File: src/rtl/prog_freqdiv.sv
// prog_freqdiv: runtime-programmable divider / tick generator.
// Period and high time are reloaded through a load/ack handshake and only
// change at period boundaries (or while stopped), so a running output never
// sees a truncated or stretched period. Supports continuous and one-shot runs.
module prog_freqdiv #(
  parameter int unsigned WIDTH    = 27,
  parameter int unsigned DEF_DIV  = 99999999,
  parameter int unsigned DEF_HIGH = 50000000
) (
  input  logic             clk100M,
  input  logic             clr,
  input  logic             en,
  input  logic             mode,
  input  logic             load,
  input  logic [WIDTH-1:0] div_in,
  input  logic [WIDTH-1:0] high_in,
  output logic             load_ack,
  output logic             clk_out,
  output logic             tick,
  output logic             busy,
  output logic             done,
  output logic [WIDTH-1:0] count
);

  typedef enum logic [1:0] {
    ST_IDLE,
    ST_RUN,
    ST_DONE
  } state_e;

  state_e           state_q, state_d;
  logic [WIDTH-1:0] count_q, count_d;
  logic [WIDTH-1:0] div_q, div_d;
  logic [WIDTH-1:0] high_q, high_d;
  logic [WIDTH-1:0] sh_div_q, sh_div_d;
  logic [WIDTH-1:0] sh_high_q, sh_high_d;
  logic             pending_q, pending_d;
  logic             clk_out_q, clk_out_d;
  logic             tick_q, tick_d;
  logic             load_ack_q, load_ack_d;

  logic running;
  logic boundary;
  logic apply_pt;
  logic run_next;

  // Settings path: shadow capture, pending flag and application at safe points
  always_comb begin
    sh_div_d   = sh_div_q;
    sh_high_d  = sh_high_q;
    div_d      = div_q;
    high_d     = high_q;
    pending_d  = pending_q;
    load_ack_d = load;

    // A completed one-shot stays parked until en drops.
    running  = en && (state_q != ST_DONE);
    boundary = (state_q == ST_RUN) && (count_q == div_q);
    // New settings may land wherever the next cycle begins a fresh period
    // or the divider is stopped.
    apply_pt = !running || (state_q != ST_RUN) || boundary;

    if (load) begin
      sh_div_d  = div_in;
      sh_high_d = high_in;
    end

    if (apply_pt) begin
      if (load) begin
        div_d  = div_in;
        high_d = high_in;
      end else if (pending_q) begin
        div_d  = sh_div_q;
        high_d = sh_high_q;
      end
      pending_d = 1'b0;
    end else if (load) begin
      pending_d = 1'b1;
    end
  end

  // Run-state FSM, period counter and next-state output decode
  always_comb begin
    state_d = state_q;
    count_d = '0;

    if (!en) begin
      state_d = ST_IDLE;
    end else begin
      case (state_q)
        ST_IDLE: state_d = ST_RUN;
        ST_RUN: begin
          if (boundary) begin
            if (mode) state_d = ST_DONE;
          end else begin
            count_d = count_q + WIDTH'(1);
          end
        end
        default: state_d = ST_DONE;
      endcase
    end

    // Outputs are registered from next-state values so they line up with count.
    run_next  = (state_d == ST_RUN);
    tick_d    = run_next && (count_d == '0);
    clk_out_d = run_next && (count_d < high_d);
  end

  // State registers with synchronous clear restoring defaults
  always_ff @(posedge clk100M) begin
    if (clr) begin
      state_q    <= ST_IDLE;
      count_q    <= '0;
      div_q      <= WIDTH'(DEF_DIV);
      high_q     <= WIDTH'(DEF_HIGH);
      sh_div_q   <= '0;
      sh_high_q  <= '0;
      pending_q  <= 1'b0;
      clk_out_q  <= 1'b0;
      tick_q     <= 1'b0;
      load_ack_q <= 1'b0;
    end else begin
      state_q    <= state_d;
      count_q    <= count_d;
      div_q      <= div_d;
      high_q     <= high_d;
      sh_div_q   <= sh_div_d;
      sh_high_q  <= sh_high_d;
      pending_q  <= pending_d;
      clk_out_q  <= clk_out_d;
      tick_q     <= tick_d;
      load_ack_q <= load_ack_d;
    end
  end

  assign load_ack = load_ack_q;
  assign clk_out  = clk_out_q;
  assign tick     = tick_q;
  assign busy     = (state_q == ST_RUN);
  assign done     = (state_q == ST_DONE);
  assign count    = count_q;

endmodule
File: config.mk
export PLATFORM = sky130hd
export DESIGN_NAME = prog_freqdiv
export DESIGN_NICKNAME = d
export VERILOG_FILES = /design/src/rtl/prog_freqdiv.sv
export SDC_FILE = /design/constraint.sdc
export NUM_CORES = 1
export LEC_CHECK = 0
export BUFFER_PORTS_ARGS = -buffer_cell sky130_fd_sc_hd__buf_2
export CORE_MARGIN = 3
export CORE_UTILIZATION = 62
export CTS_CLUSTER_SIZE = 14
export DETAILED_ROUTE_END_ITERATION = 7
export PLACE_DENSITY = 0.83
export SLEW_MARGIN = 20
export SYNTH_ARGS = -nofsm -noshare
export SYNTH_HDL_FRONTEND = slang
export SYNTH_SLANG_ARGS = --single-unit
File: constraint.sdc
create_clock -name clk100M -period 8.71 [get_ports clk100M]
set_input_delay 1.742 -clock clk100M [delete_from_list [all_inputs] [get_ports clk100M]]
set_output_delay 1.742 -clock clk100M [all_outputs]
set_load 0.05 [all_outputs]
==> impl_metrics.yaml <==
placement:
  dpl.hpwl_um: 10100
  dpl-instance-area_mm2: 0.00701
  gp_congestion: 0.874
  port_buffers: 90
clock_network:
  h-tree-depth: 4
  cts_buffers: 17
  cts_sinks: 141
  postCtsSetupBuffers: 0
  root_buffer: "clkbuf_8"
  clk_path_buf_depth: 2
  clkTransAtPathRegs_ns: 0.06
  post_cts_resize_count: 0
  cts_tree: "built"
  postCtsHoldBufs: 0
  insertion_delay_ns: 0.52
drt:
  firstDrtPassIters: 5
  drc: 0
  route.vias.total: 4916
  viasPerCell: 5.49
  drt_iter0_drc: 373
  routed_wl_um: 14300
  wl_per_cell_um: 15.9
  ant_nets: 0
grt:
  grt_start_max_net_pins: 120
  overflow: 0
  first_global_vias: 4824
  grt_usage_pct: 25.2
  grt_antenna_before_repair: 0
  grt_first_pass_wirelength_um: 23400
yosys:
  synth_edf_count: 0
  postSynthCellCount: 680
  ys_seq_area_share_pct: 42.8
  synth_flop_cell: "dfxtp_1"
  synthTopCellsByArea: "dfxtp_1 (43%), mux2i_1 (8.3%), nor2_1 (7.5%)"
  avgSynthCellArea_um2: 9.70
  ys_seq_elements: 141
  synth_nets: 766
  netlist_area_mm2: 0.00659
  async_flop_share_pct: 0
  ys_types: 56
  netlist.area_leader.share_pct: 42.8
  yosys_warnings: 0
  yosysTopAreaCell: "dfxtp_1"
power_and_ir_drop:
  switching_share_pct: 23.2
  leakage_nw: 3.43
  p_int_mw: 1.19
  powerDensity_mw_per_mm2: 203
  combPwrFrac_pct: 9.3
  finalPower_mw: 1.54
  sequentialPowerShare_pct: 45.1
  pwr-share-clk_pct: 45.5
  switching_power_mw: 0.358
  vdd.ir_drop.worst_v: 0.000141
sta:
  rsz0062_at_grt: "no"
  report.final.hold_viol_count: 0
  skew_ns: 0.00706
  fin_crit_sh_pct: 56.4
  fmax_mhz: 204
  tightest_slew_ns: 0.897
  hold_ws_ns: 0.486
  slew_violations: 0
  setup_viol_count_final: 0
  finalCriticalPeriod_ns: 4.91
  slew_headroom_pct: 40.2
  setup_tns_ns: 0
die:
  die_x_um: 109
  die_area_mm2: 0.0119
  std_cell_rows: 37
  core_mm2: 0.0103
  die_h_um: 109
  start_util_pct: 63.9
  io-pin-count: 91
hold_path:
  min_path_type: "reg -> reg"
finish:
  multi_input_area_mm2: 0.00351
  drive_above_1_share_pct: 22.4
  syn2layout_area_growth_pct: 15.1
  diodes: 0
  fin_nets: 834
  final.fill_count: 739
  design_area_mm2: 0.00759
  seqCellArea_mm2: 0.00282
critical_path:
  path_cells: "buf_2 -> buf_4 -> nor2_1 -> nor2_4 -> buf_4 -> mux2i_1 -> ha_1 -> a211oi_1 -> o21ai_0 -> o211ai_1 -> a21o_1 -> o2111ai_1 -> o21ba_2 -> o21ai_0"
  crit_type: "in -> reg"
  crit_arrival_ns: 5.36
  cp-start-kind: "primary input"
  crit_required_ns: 9.15
  cp_slowest_cell: "buf_4"
  rrSetupSlack_ns: 4.25
  cp_top_family: "buffers and inverters"
  path_buf_inv: 3
  cpPeakStageDelay_ns: 0.64
  crit_fanout: 57
  critical_path.endpoint_type: "register"
job:
  cap_violations: 0
status:
  status: "complete, no violations"
==> layout by cell type, fill, tap and decap left out, types with 5 or more instances in the layout <==
cell and instances:
nor3_1 8, nand4_1 9, a21o_1 8, nor2_1 132, xnor2_1 18, a21oi_1 5
ha_1 27, nand2b_1 14, a211o_1 20, nand3_1 14, nand2_1 16, nor4_1 11
mux2i_1 55, clkbuf_16 16, mux2_2 26, nor2b_1 30, dfxtp_1 141, buf_2 89
xor2_1 38, a211oi_1 11, inv_1 6, o21ai_0 6
==> path summary, 6_finish.rpt <==
check | start | to | cells past startpoint
max | load | clk_out | 14
max reg2reg | count[11] | clk_out | 15
min reg2reg | div_q[1] | div_q[1] | 1
min | div_q[1] | div_q[1] | 1
==> worst reg2reg max path: stages (launching register included) <==
cell and delay (ns):
dfxtp_1 0.57, xor2_1 0.12, nor4_1 0.35, nand4_1 0.28, o31a_2 0.50, nor2_4 0.34, buf_4 0.48, mux2i_1 0.32
ha_1 0.28, a211oi_1 0.23, o21ai_0 0.11, o211ai_1 0.09, a21o_1 0.17, o2111ai_1 0.15, o21ba_2 0.23, o21ai_0 0.16
==> area by class of cell <==
type / instances / area share, %
clock inverters: 11 / 1.91
inverters: 6 / 0.297
flip-flops and latches: 141 / 37.2
well taps: 136 / 2.24
repair buffers: 94 / 6.41
clock buffers: 19 / 5.69
multi-input cells: 488 / 46.3
==> state kept, by name, indices dropped and copies added, names as in the netlist <==
name	count
clk_out	1
count	27
div_q	27
high_q	27
load_ack	1
pending_q	1
sh_div_q	27
sh_high_q	27
state_q	2
tick	1
==> synthesized netlist by cell type (all sizes together), types with 2 or more instances <==
cell type,count
nor4,14
mux2i,55
ha,27
and4,2
a31oi,2
a211oi,11
a21o,9
xnor2,18
a21oi,5
a211o,20
mux2,26
and2,2
or2,3
clkbuf,28
o31ai,2
nand2b,14
o211ai,2
inv,6
buf,17
nor3,8
nand2,16
nand3,14
nand4,12
xor2,38
o2111ai,2
dfxtp,141
o21ai,8
nor2b,30
and3,5
nor2,133
==> through the flow <==
stage | cells | setup WS [ns] | util [%]
6_report | 895 | 3.80 | 73.5
5_1_grt | 895 | 3.52 | 73.5
4_1_cts | 895 | 3.81 | 73.5
3_5_place_dp | 865 | 3.35 | 67.9
3_3_place_gp | 865 | 3.50 | 67.9
2_1_floorplan | 680 | 4.44 | -
==> power by group through the flow <==
stage | registers, mW | clock network [mW] | logic, mW
after detailed placement | 0.710 | 0 | 0.143
final | 0.697 | 0.703 | 0.144
after global placement | 0.709 | 0 | 0.136
after global routing | 0.700 | 0.738 | 0.161
after floorplan | 0.709 | 0 | 0.105
after CTS | 0.697 | 0.712 | 0.145
==> kinds of logic after synthesis <==
| group | share of synthesized area (%) |
|---|---|
| fa+ha+maj | 5.12 |
| simple gates | 19.7 |
| xor+xnor | 7.44 |
| flops | 42.8 |
| mux | 12.8 |
| buf+inv | 4.00 |
| compound gates | 8.18 |
==> routing by layer <==
metal,part of all wire [%],global-route usage [%],up-vias
li1,-,-,2477
met1,44,30.8,2282
met2,48,42.6,124
met3,4.9,6.04,33
met4,2.7,10.1,0
met5,0,0,-
Power figures use the tool's default switching activity.
